===== src/rtl/bus_arbiter_4.sv =====
// Four-requester round-robin arbiter for a shared resource behind a 4:1 mux.
// One grant is held until done, an abort by the owner, or an optional timeout.
//
// state | meaning
// IDLE  | no grant; arbitrate among pending requests on the next edge
// BUSY  | exactly one grant held; wait for done, abort or timeout
module bus_arbiter_4 #(
  parameter int unsigned TIMEOUT_CYCLES = 16
) (
  input  logic       clk_i,
  input  logic       rstn_i,
  input  logic [3:0] req_i,
  input  logic       done_i,
  output logic [3:0] grant_o,
  output logic [1:0] select_o,
  output logic       busy_o,
  output logic       timeout_o
);

  localparam int unsigned CW = $clog2(TIMEOUT_CYCLES) + 1;
  localparam logic [CW-1:0] CNT_LAST =
    (TIMEOUT_CYCLES == 0) ? '0 : CW'(TIMEOUT_CYCLES - 1);

  typedef enum logic {
    IDLE = 1'b0,
    BUSY = 1'b1
  } state_t;

  state_t        state;
  logic [1:0]    last_owner;
  logic [CW-1:0] cnt;
  logic [1:0]    winner;
  logic          rel_abort;
  logic          rel_timeout;
  logic          release_now;

  // Scan downward in offset so the nearest requester after last_owner wins.
  always_comb begin
    winner = last_owner;
    for (int i = 4; i >= 1; i--) begin
      if (req_i[last_owner + 2'(i)]) winner = last_owner + 2'(i);
    end
  end

  assign rel_abort   = ~req_i[select_o];
  assign rel_timeout = (TIMEOUT_CYCLES != 0) && (cnt == CNT_LAST);
  assign release_now = done_i | rel_abort | rel_timeout;

  always_ff @(posedge clk_i) begin
    if (!rstn_i) begin
      state      <= IDLE;
      grant_o    <= 4'b0000;
      select_o   <= 2'd0;
      busy_o     <= 1'b0;
      timeout_o  <= 1'b0;
      cnt        <= '0;
      last_owner <= 2'd3;
    end else begin
      timeout_o <= 1'b0;
      case (state)
        IDLE: begin
          if (|req_i) begin
            state    <= BUSY;
            grant_o  <= 4'b0001 << winner;
            select_o <= winner;
            busy_o   <= 1'b1;
            cnt      <= '0;
          end
        end
        BUSY: begin
          if (release_now) begin
            state      <= IDLE;
            grant_o    <= 4'b0000;
            busy_o     <= 1'b0;
            last_owner <= select_o;
            // done takes precedence over a coincident timeout
            timeout_o  <= rel_timeout & ~done_i;
          end else if (cnt != '1) begin
            cnt <= cnt + CW'(1);
          end
        end
        default: state <= IDLE;
      endcase
    end
  end

endmodule


===== config.mk =====
export PLATFORM = sky130hd
export DESIGN_NAME = bus_arbiter_4
export DESIGN_NICKNAME = d
export VERILOG_FILES = /design/src/rtl/bus_arbiter_4.sv
export SDC_FILE = /design/constraint.sdc
export NUM_CORES = 1
export LEC_CHECK = 0
export BUFFER_PORTS_ARGS = -buffer_cell sky130_fd_sc_hd__buf_2
export CAP_MARGIN = 20
export CORE_MARGIN = 4
export CORE_UTILIZATION = 55
export DETAILED_ROUTE_END_ITERATION = 16
export MAX_ROUTING_LAYER = met4
export PLACE_DENSITY = 0.79
export SYNTH_ARGS = -nofsm -noshare
export SYNTH_HDL_FRONTEND = slang
export SYNTH_SLANG_ARGS = --single-unit

===== constraint.sdc =====
create_clock -name clk_i -period 3.5 [get_ports clk_i]
set_clock_uncertainty 0.1 [all_clocks]
set_input_delay 0.7 -clock clk_i [delete_from_list [all_inputs] [get_ports clk_i]]
set_output_delay 0.7 -clock clk_i [all_outputs]
set_load 0.005 [all_outputs]

==> results.tsv <==
metric	value	unit
Hold Vio Cnt, Final	0	
Setup CP Type	reg2reg	
final wirelength	1.64	mm
total gr overflow	0	
pwr dens	450	nW/µm²
synthesized instance count	92	
Initial Util	59.5	%
cts repair resizes	0	
First DRT Iteration DRCs	17	
die width	46.0	µm
number of cell rows	13	
Max-Cap Viols	0	
most frequent cells in the layout	dfxtp_1, buf_2, nand2_1	
HPWL Detailed	1.23	mm
post-route ant nets	0	
GR Util All Layers	18.6	%
CTS tree	built	
worst skew pair latency	290	ps
GP Congestion	0.734	
CP most frequent cell	ha_1	
Final setup viols	0	
number of global-route vias before repair	628	
register area share after synthesis	40.4	%
setup tns final	0	ps
layout cells sized above 1	18.9	%
DRC	0	
crit-path max FO	6	
slowest CP cell	nor3_1	
worst path cell trace	ha_1 -> and3_1 -> ha_1 -> or3b_1 -> o22a_1 -> nor3_1 -> mux2i_1	
Avg Inst Size Synth	8.62	µm²
Rel. slew slack	60.5	%
fin crit period	2460	ps
Die ar.	2110	µm²
Cell Area, Synth	793	µm²
CTS sink count	16	
ant diodes	0	
synthesis-stage register bit count	16	
Fmax	407	MHz
drt wl/cell	13.6	µm
WP buf/inv	0	
RSZ-0062 raised after global routing	false	
initial antenna violation count	0	
Max clock buf depth	2	
CP top delay family	simple AND/OR/NAND/NOR gates	
Yosys top cell area share	40.4	%
die height	46.0	µm
CP Capture Type	flip-flop	
Slew Viols, Final	0	
Max VDD drop	0.000291	V
CP Data Arrival Time	2590	ps
Clock Pin Slew Worst Setup and Hold Paths	100	ps
Post-DP Area	867	µm²
# IOs	15	
status	complete, no violations	
Yosys top cell by area	dfxtp_1	
Synth Warn #	0	
Area growth syn-to-layout	13.9	%
Via Count	692	
post-route cell area	903	µm²
largest net degree at the start of global routing	20	
Yosys cell types	29	
Synth area leaders	dfxtp_1, mux2i_1, ha_1	
core box area	1330	µm²
Critical Path Max Stage Delay	430	ps
vias per inst	5.72	
DRT Pass-1 Iters	4	
Worst Path Required	3630	ps
Port Buf Inserts	14	
CTS Hold Bufs	0	
first-pass GRT wire length	2.75	mm
worst slew pin tran	592	ps
total CTS buffers	3	
CP startpoint kind	flip-flop	
worst hold path type	reg2reg	
Lkg Pwr	0.385	nW
nets	117	
Net Count, Synth	102	
Post-CTS Setup Bufs	0	
commonest non-fill, non-tap cell in the layout	dfxtp_1	
Final Cycle Share	70.2	%
Root Driver	clkbuf_4	
CTS H-tree lvls	1	
## logic make-up (layout without fill, tap and decap cells)
logic type / count (synthesis) / in the layout / share of synthesized area [%]
adders and majority gates: 3 / 3 / 4.73
DFF: 16 / 16 / 40.4
buffers and inverters: 6 / 20 / 2.84
muxes: 7 / 7 / 8.83
AOI/OAI and AO/OA: 17 / 17 / 12.8
and+or+nand+nor: 43 / 43 / 30.4
## worst register-to-register path: stages (launching register included)
cell and delay (ps):
dfxtp_1 340, ha_1 210, and3_1 200, ha_1 200, or3b_1 390, o22a_1 270
nor3_1 430, mux2i_1 250
## per-layer routing
metal	up-vias	share of wire, %	track usage, %
met5	-	0	-
met4	0	2.5	10.2
met3	5	3.5	2.37
met2	15	44	25.8
met1	305	50	25.5
li1	367	-	-
## cell type report
class	count	area (µm²)
clock buffer	4	36.3
fill	119	430
inverter	2	7.51
multi-input combinational	70	450
sequential	16	320
tap	15	18.8
timing repair buffer	14	70.1
## path summary, 6_finish.rpt
check                                 from         end  slack (ps)  cells after the start
worst max register to register      cnt[0]      cnt[1]        1040                      7
worst min register to register  grant_o[0]  grant_o[0]         380                      2
worst max-delay path                cnt[0]      cnt[1]        1040                      7
worst min-delay path            grant_o[0]  grant_o[0]         380                      2
## sequential cells by signal (all words and copies together) (netlist names)
register,flops
state,1
select_o,2
last_owner,2
cnt,5
busy_o,1
grant_o,4
timeout_o,1
## cell usage after synthesis, drive strengths merged
library cell,n
o21ai,6
a21o,1
or3,3
and3,1
nand3,6
or2,1
o31ai,1
ha,3
inv,2
nor4,1
and4b,1
o22a,1
nor3b,1
a21oi,5
or4,1
or3b,1
nor3,3
dfxtp,16
mux2i,7
a31oi,1
o221ai,1
a21boi,1
nand2b,4
clkbuf,4
nor2,4
nand4,5
nand2,8
nand3b,3
## per-stage QoR
stage | instances | total power, W | hold WS, ps | setup slack (ps) | util (%)
finish | 121 | 0.000407 | 377 | 1040 | 67.7
global placement | 117 | 0.000282 | 350 | 1120 | 65.0
global route | 121 | 0.000428 | 408 | 869 | 67.7
CTS | 121 | 0.000408 | 384 | 1050 | 67.7
detailed placement | 117 | 0.000284 | 362 | 1080 | 65.0
floorplan | 92 | 0.000259 | 346 | 1230 | -
## power by group
group	leakage [nW]	switching (W)	internal, W
registers	0.131	0.0000140	0.000195
clock network	0.0210	0.0000625	0.0000635
logic	0.233	0.0000409	0.0000305
total	0.385	0.000117	0.000289
No activity file was read; power rests on OpenSTA's default activity.
